**src/rtl/icache.sv**
```systemverilog
// Direct-mapped instruction cache: 2**INDEX_BITS lines of four 32-bit words.
// Hits return the word one cycle after the request is sampled. Misses fill
// the whole line with four sequential word reads, then return the word.
module icache #(
  parameter int INDEX_BITS = 4
) (
  input  logic        clk,
  input  logic        rst,
  input  logic        rdy,
  input  logic        clr,
  input  logic        if_to_ic_enable,
  input  logic [31:0] if_to_ic_pc,
  output logic        ic_to_if_done,
  output logic [31:0] ic_to_if_inst,
  output logic        ic_to_mc_enable,
  output logic [31:0] ic_to_mc_pc,
  input  logic        mc_to_ic_done,
  input  logic [31:0] mc_to_ic_result
);

  localparam int LINES = 2 ** INDEX_BITS;
  localparam int TAG_W = 28 - INDEX_BITS;

  localparam logic [0:0] S_IDLE = 1'b0;
  localparam logic [0:0] S_FILL = 1'b1;

  logic [0:0]            state_q;
  logic [31:2]           req_pc_q;
  logic [1:0]            fill_cnt_q;
  logic [31:0]           buf_q [3];
  logic                  done_q;
  logic [31:0]           inst_q;
  logic                  mc_en_q;
  logic [31:0]           mc_pc_q;
  logic [LINES-1:0]      valid_q;
  logic [TAG_W-1:0]      tag_q [LINES];

  logic [INDEX_BITS-1:0] rd_idx;
  logic [TAG_W-1:0]      rd_tag;
  logic [1:0]            rd_off;
  logic [INDEX_BITS-1:0] wr_idx;
  logic [TAG_W-1:0]      wr_tag;
  logic [31:0]           rd_words [4];
  logic [31:0]           line_words [4];
  logic                  hit;
  logic                  line_wr;
  logic [1:0]            cnt_inc;

  assign rd_off  = if_to_ic_pc[3:2];
  assign rd_idx  = if_to_ic_pc[INDEX_BITS+3:4];
  assign rd_tag  = if_to_ic_pc[31:INDEX_BITS+4];
  assign wr_idx  = req_pc_q[INDEX_BITS+3:4];
  assign wr_tag  = req_pc_q[31:INDEX_BITS+4];
  assign hit     = valid_q[rd_idx] && (tag_q[rd_idx] == rd_tag);
  assign cnt_inc = fill_cnt_q + 2'd1;

  // The last fill word comes straight from memory; it is never buffered.
  always_comb begin
    line_words[0] = buf_q[0];
    line_words[1] = buf_q[1];
    line_words[2] = buf_q[2];
    line_words[3] = mc_to_ic_result;
  end

  // Commit the line only when the fourth word lands and nothing overrides it.
  assign line_wr = !rst && !clr && rdy && (state_q == S_FILL) &&
                   mc_to_ic_done && (fill_cnt_q == 2'd3);

  // One storage array per word column, combinational read for same-cycle hit compare.
  genvar gi;
  generate
    for (gi = 0; gi < 4; gi++) begin : gen_word
      logic [31:0] mem_q [LINES];

      // Column write at fill completion.
      always_ff @(posedge clk) begin
        if (line_wr) mem_q[wr_idx] <= line_words[gi];
      end

      assign rd_words[gi] = mem_q[rd_idx];
    end
  endgenerate

  // Tag array written together with the data so a line is never partially valid.
  always_ff @(posedge clk) begin
    if (line_wr) tag_q[wr_idx] <= wr_tag;
  end

  // Control FSM, valid bits and registered outputs.
  always_ff @(posedge clk) begin
    if (rst) begin
      state_q    <= S_IDLE;
      req_pc_q   <= '0;
      fill_cnt_q <= 2'd0;
      done_q     <= 1'b0;
      inst_q     <= '0;
      mc_en_q    <= 1'b0;
      mc_pc_q    <= '0;
      valid_q    <= '0;
    end else if (clr) begin
      // Abort: partial buffer is simply abandoned, arrays untouched.
      state_q    <= S_IDLE;
      fill_cnt_q <= 2'd0;
      done_q     <= 1'b0;
      mc_en_q    <= 1'b0;
    end else if (rdy) begin
      done_q <= 1'b0;
      case (state_q)
        S_IDLE: begin
          // The done cycle itself blocks acceptance of the still-held request.
          if (if_to_ic_enable && !done_q) begin
            if (hit) begin
              done_q <= 1'b1;
              inst_q <= rd_words[rd_off];
            end else begin
              req_pc_q   <= if_to_ic_pc[31:2];
              fill_cnt_q <= 2'd0;
              state_q    <= S_FILL;
              mc_en_q    <= 1'b1;
              // Low pc bits are masked to zero: memory requests are word aligned.
              mc_pc_q    <= {if_to_ic_pc[31:4], 2'b00, if_to_ic_pc[1:0] & 2'b00};
            end
          end
        end
        default: begin
          if (mc_to_ic_done) begin
            if (fill_cnt_q != 2'd3) begin
              buf_q[fill_cnt_q] <= mc_to_ic_result;
              fill_cnt_q        <= cnt_inc;
              mc_pc_q           <= {req_pc_q[31:4], cnt_inc, 2'b00};
            end else begin
              valid_q[wr_idx] <= 1'b1;
              mc_en_q         <= 1'b0;
              done_q          <= 1'b1;
              inst_q          <= line_words[req_pc_q[3:2]];
              fill_cnt_q      <= 2'd0;
              state_q         <= S_IDLE;
            end
          end
        end
      endcase
    end
  end

  assign ic_to_if_done   = done_q;
  assign ic_to_if_inst   = inst_q;
  assign ic_to_mc_enable = mc_en_q;
  assign ic_to_mc_pc     = mc_pc_q;

endmodule

```
**config.mk**
```make
export PLATFORM = sky130hd
export DESIGN_NAME = icache
export DESIGN_NICKNAME = d
export VERILOG_FILES = /design/src/rtl/icache.sv
export SDC_FILE = /design/constraint.sdc
export NUM_CORES = 2
export LEC_CHECK = 0
export CELL_PAD_IN_SITES_DETAIL_PLACEMENT = 1
export CELL_PAD_IN_SITES_GLOBAL_PLACEMENT = 1
export CORE_MARGIN = 2
export CORE_UTILIZATION = 51
export CTS_CLUSTER_DIAMETER = 40
export DETAILED_ROUTE_END_ITERATION = 12
export GPL_TIMING_DRIVEN = 0
export PLACE_DENSITY_LB_ADDON = 0.25
export SYNTH_ARGS = -nofsm -noshare
export SYNTH_HDL_FRONTEND = slang
export SYNTH_SLANG_ARGS = --single-unit
```
**constraint.sdc**
```tcl
create_clock -name clk -period 14.2 [get_ports clk]
set_input_delay 2.13 -clock clk [delete_from_list [all_inputs] [get_ports clk]]
set_output_delay 2.13 -clock clk [all_outputs]
set_load 0.02 [all_outputs]
```
Yosys cells after proc, flatten, opt, wreduce, memory -nomap -nowiden

Memories as Yosys holds them, arrays and structs flattened.
Index checks and enable logic that the tools add are counted.

Input port bits: 70
Flip-flop bits (word level): 115
Bits in writable memories: 2528
Memories: 6

Memory list:

| name              | depth | bits a word | rd ports | clocked after memory_dff | write ports | line | text |
|---|---|---|---|---|---|---|---|
| gen_word[0].mem_q | 16    | 32          | 1        | 0                        | 1           | 73   | `logic [31:0] mem_q [LINES];` |
| gen_word[1].mem_q | 16    | 32          | 1        | 0                        | 1           | 73   |  |
| gen_word[2].mem_q | 16    | 32          | 1        | 0                        | 1           | 73   |  |
| gen_word[3].mem_q | 16    | 32          | 1        | 0                        | 1           | 73   |  |
| tag_q             | 16    | 24          | 1        | 0                        | 1           | 36   | `logic [TAG_W-1:0] tag_q [LINES];` |
| buf_q             | 3     | 32          | 3        | 0                        | 1           | 30   | `logic [31:0] buf_q [3];` |

$add $sub $neg: 1
Reduce and logical (&&, ||, !) cells: 20
Mux-type cells: 48
Equality and inequality tests: 7
Bitwise operators: 7
$lt $le $gt $ge: 5

Operators with widths:

| kind                                                                                 | count |
|---|---|
| 32-bit two-way mux                                                                   | 14 |
| 32-bit binary-select mux with 2-bit select                                           | 2 |
| 1-bit two-way mux                                                                    | 25 |
| 24-bit equality test                                                                 | 1 |
| 16-bit OR                                                                            | 1 |
| 5-bit AND reduction                                                                  | 3 |
| 6-bit AND reduction                                                                  | 2 |
| 4-bit by 5-bit less-than comparator with 1-bit output (second input constant)        | 2 |
| 2-bit two-way mux                                                                    | 5 |
| 1-bit logical AND                                                                    | 8 |
| 2-bit != test (second input constant)                                                | 4 |
| 3-bit greater-or-equal comparator (second input constant)                            | 2 |
| 2-bit inverter with 3-bit output                                                     | 2 |
| 1-bit binary-select mux with 4-bit select                                            | 1 |
| 1-bit demux with 4-bit select                                                        | 1 |
| 4-bit by 1-bit greater-or-equal comparator with 1-bit output (second input constant) | 1 |
| 1-bit inverter                                                                       | 4 |
| 4-bit AND reduction                                                                  | 1 |
| 2-bit nonzero test                                                                   | 2 |
| 1-bit zero test                                                                      | 3 |
| 2-bit by 1-bit adder with 2-bit output (second input constant)                       | 1 |
| 2-bit equality test (second input constant)                                          | 1 |
| 2-bit by 1-bit != test with 1-bit output (second input constant)                     | 1 |
| 2-bit OR reduction                                                                   | 1 |

Logic depth before layout (Yosys ltp)

Depth in word-level cells: 8
Mapped depth: 16

Least setup slack after synthesis

No wires, ideal clock.

Path kind: in2reg
Start point: input rst
End point: memory gen_word[0].mem_q[3][0] (enable)
Stages on the path: 6
Data arrival time: 13.425 ns
Data required time: 13.351 ns
Path slack: -0.075 ns
Cell sequence: clkbuf_1 -> nor2_1 -> nand2_1 -> nor2_1 -> nand3_1 -> nor3_1

Longest elaborated chain between the ends: 8

Ends and longest elaborated chain:

| what                                    | line | text |
|---|---|---|
| start, declared                         | 8    | `input logic rst,` |
| 1-bit zero test                         | 66   | `assign line_wr = !rst && !clr && rdy && (state_q == S_FILL) &&` |
| 1-bit logical AND (4 in series)         | 66   |  |
| 1-bit logical AND                       | 67   | `mc_to_ic_done && (fill_cnt_q == 2'd3);` |
| 1-bit two-way mux                       | 77   | `if (line_wr) mem_q[wr_idx] <= line_words[gi];` |
| 1-bit two-way mux (not written as such) | 77   |  |
| end, declared                           | 73   |  |

No other way between the ends.

Worst setup path after layout

Start point: input if_to_ic_pc[6]
End point: register inst_q[25] (netlist: ic_to_if_inst[25])

Longest elaborated chain between the ends: 7
Elaborated cells between the ends (all ways): 17
Classes of those cells: eq/ne (1); mux (8); reduce/logical (3); memory (5)

Ends and longest elaborated chain:

| what                                                   | line | text |
|---|---|---|
| start, declared                                        | 12   | `input logic [31:0] if_to_ic_pc,` |
| memory 16 x 32 bit                                     | --   |  |
| 32-bit binary-select mux with 2-bit select             | 114  | `inst_q <= rd_words[rd_off];` |
| 32-bit two-way mux (not written as such) (2 in series) | 114  |  |
| 32-bit two-way mux                                     | 112  | `if (hit) begin` |
| 32-bit two-way mux                                     | 111  | `if (if_to_ic_enable && !done_q) begin` |
| 32-bit two-way mux                                     | 108  | `case (state_q)` |
| end signal, assigned                                   | 114  |  |
| end signal, assigned                                   | 135  | `inst_q <= line_words[req_pc_q[3:2]];` |
| end, declared                                          | 32   | `logic [31:0] inst_q;` |

Parallel ways exist; a longest one is shown, timed or not. The select of a mux whose other input is x is not followed.
A chain may end at the register's enable or synchronous reset.

==> metrics.yaml <==
run_status:
  status: "finished with violations"
  violations: "capacitance limit, slew limit"
setup_path:
  slowest_delay_ns: 1.04
  setup.worst_path.start_class: "input pin"
  worst-r2r-cell-count: 10
  cp.required_ns: 15.03
  worstPathArrival_ns: 9.34
  cp_cell_sequence: "clkdlybuf4s50_1 -> buf_4 -> buf_2 -> buf_1 -> buf_2 -> clkbuf_1 -> clkbuf_2 -> clkbuf_1 -> mux4_2 -> mux4_2 -> mux2i_1 -> o21ai_0 -> o311a_1"
  slowest_stage: "clkbuf_1"
  crit_type: "in -> reg"
  worstPathMaxFanout: 10
  cp-end-kind: "flop"
routing:
  drt_iter0_markers: 7611
  postRouteWirelength_um: 319000
  antenna_left: 0
  vias: 54300
  via_per_inst: 6.76
  met1_length_um: 114000
  dr_wl_met3_um: 31300
  drc: 0
  routedWlPerCell_um: 39.8
  firstDrtPassIters: 6
  routed.top_layer: "met5"
  wl_met2_um: 158000
power_and_ir_drop:
  p_leak_uw: 0.0386
  ir_drop_uv: 146
  seqPwrFrac_pct: 46.8
  comb_power_share_pct: 4.2
  powerDensity_nw_per_um2: 148
  p_int_uw: 14100
  switchingPower_uw: 4020
  clkPwrFrac_pct: 48.9
  swShare_pct: 22.2
placement:
  gp_congestion: 0.841
  hpwl_um: 201000
  dp_cells: 7398
  portBuffers: 121
logic_synthesis:
  synth_area_leaders: "edfxtp_1 (74%), mux4_2 (17%), dfxtp_1 (2.2%)"
  synth-edff-count: 2528
  ys.flop_type: "edfxtp_1"
  synth_cell_type_count: 76
  ys_seq_elements: 2641
  synth.cell_area_um2: 102000
  synthCells: 4455
  synth_top_area_share_pct: 74.1
  post-synth-top-area-cell: "edfxtp_1"
  synth_warnings: 0
  synth.avg_cell_area_um2: 23.0
  yosysSeqAreaShare_pct: 76.3
  ys_async_sr_fraction_pct: 0
clocking:
  htreeDepth: 5
  clk_path_buf_depth: 4
  ctsHoldBuffers: 0
  path_clk_slew_ns: 0.06
  clock_latency_ns: 0.98
  cts_resized: 0
  postCtsSetupBuffers: 0
  cts_made_buffers: 351
  cts.sinks: 2641
  cts_tree: "yes"
  ctsRootBufferMaster: "clkbuf_16"
global_routing:
  grt_first_pass_wirelength_um: 446000
  grt_pass1_vias: 56600
  grt_overflow: 0
  grt_max_degree: 33
  grt_util_all_layers_pct: 31.6
  antenna_found_initial: 15
die:
  dieArea_um2: 204000
  fp.dieH_um: 452
  start_util_pct: 51.3
  core_um2: 200000
  io_pins: 136
  rows: 164
  die_x_um: 452
timing:
  drv_slew: 11
  tightest_slew_ns: 1.51
  setup_violations: 0
  skew_ns: 0.0674
  grt_setup_unrepaired: "no"
  min_period_over_period_pct: 59.9
  hold_violations: 0
  fin_tns_setup_ns: 0
  fin_crit_ns: 8.51
  relSlewSlack_pct: -0.516
  max_freq_ghz: 0.118
final_layout:
  final_common_cell: "edfxtp_1"
  mostFrequentLayoutCells: "edfxtp_1 (2528), mux4_2 (775), clkbuf_16 (353)"
  syn_to_final_growth_pct: 19.6
  final_util_pct: 61.3
  n_fill_cell: 16000
  fin_cells: 8032
  final_nets: 5171
  drive_gt1_share_pct: 31.2
hold_path:
  hold_class: "reg -> reg"
  min_path_cells: 2
flow_run:
  cap_violations: 1
final timing paths:
kind / startpoint / to / slack, ns
hold reg to reg: valid_q[4] / valid_q[4] / 0.47
setup / recovery: if_to_ic_pc[6] / ic_to_if_inst[25] / 5.69
setup reg to reg: fill_cnt_q[0] / gen_word[0].mem_q[7][9] / 9.67
hold / removal: valid_q[4] / valid_q[4] / 0.47
power by group through the flow:
stage	logic (uW)	registers (uW)	clock network, uW
final	766	8480	8860
after global placement	733	8640	0
after CTS	763	8480	8900
after floorplan	432	8640	0
after global routing	791	8470	9170
after detailed placement	751	8640	0
layer usage:
layer	global-route usage (%)	vias up
met5	0	-
met4	13.6	12
met3	6.79	799
met2	51.9	3722
met1	41.0	29300
li1	-	20500
metrics by stage:
stage	setup slack, ns	hold slack [ns]	area [um2]	total power (uW)
6_report	5.69	0.471	122000	18100
2_1_floorplan	4.01	0.431	102000	9070
3_3_place_gp	-6.70	0.443	107000	9370
4_1_cts	6.00	0.481	122000	18100
5_1_grt	5.92	0.508	122000	18400
3_5_place_dp	5.06	0.462	111000	9390
sequential cells by signal (all words and copies together), names as in the netlist:
| name | count |
|---|---|
| gen_word.mem_q | 2048 |
| ic_to_mc_pc | 30 |
| ic_to_if_done | 1 |
| ic_to_if_inst | 32 |
| fill_cnt_q | 2 |
| state_q | 1 |
| req_pc_q | 30 |
| valid_q | 16 |
| ic_to_mc_enable | 1 |
| buf_q | 96 |
| tag_q | 384 |
layout make-up:
class                   count  area, um2  share of cell area [%]
inverters                  13       48.8                  0.0398
clock inverters           238       2620                    2.14
diodes                      5       12.5                  0.0102
multi-input cells        1534      23100                    18.9
repair buffers            288       4890                    3.99
plain buffers             268       1270                    1.04
flip-flops and latches   2641      78200                    63.8
well taps                2656       3320                    2.71
clock buffers             389       9030                    7.37
synthesized netlist by cell type, types with 11 or more instances:
| library cell | count |
|---|---|
| edfxtp_1 | 2528 |
| mux4_2 | 775 |
| mux2i_1 | 158 |
| clkbuf_1 | 138 |
| dfxtp_1 | 113 |
| nor2_1 | 113 |
| nand2_1 | 83 |
| o21ai_0 | 70 |
| buf_1 | 66 |
| buf_2 | 34 |
| o311a_1 | 33 |
| a311o_1 | 30 |
| a221oi_1 | 29 |
| nor3_1 | 21 |
| mux2_2 | 20 |
| a21oi_1 | 17 |
| buf_4 | 17 |
| nand3_1 | 15 |
| buf_6 | 12 |
| inv_1 | 12 |
| nor2b_1 | 11 |
cell families (layout without fill, tap and decap cells):
| family | Yosys count | in the layout | synth area share, % |
|---|---|---|---|
| AOI/OAI and AO/OA | 244 | 244 | 1.84 |
| xor gates and xnor gates | 18 | 18 | 0.154 |
| adders and majority gates | 4 | 4 | 0.0489 |
| buffers and inverters | 281 | 1196 | 1.24 |
| DFF | 2641 | 2641 | 76.3 |
| muxes | 959 | 959 | 19.0 |
| other | 1 | 7 | 0.00366 |
| and+or+nand+nor | 307 | 307 | 1.43 |
critical path: cells and delay by family:
family,cells,cell delay [ns]
compound gates,2,0.52
buf+inv,8,5.18
mux,3,1.46
(Power assumes the default switching activity.)
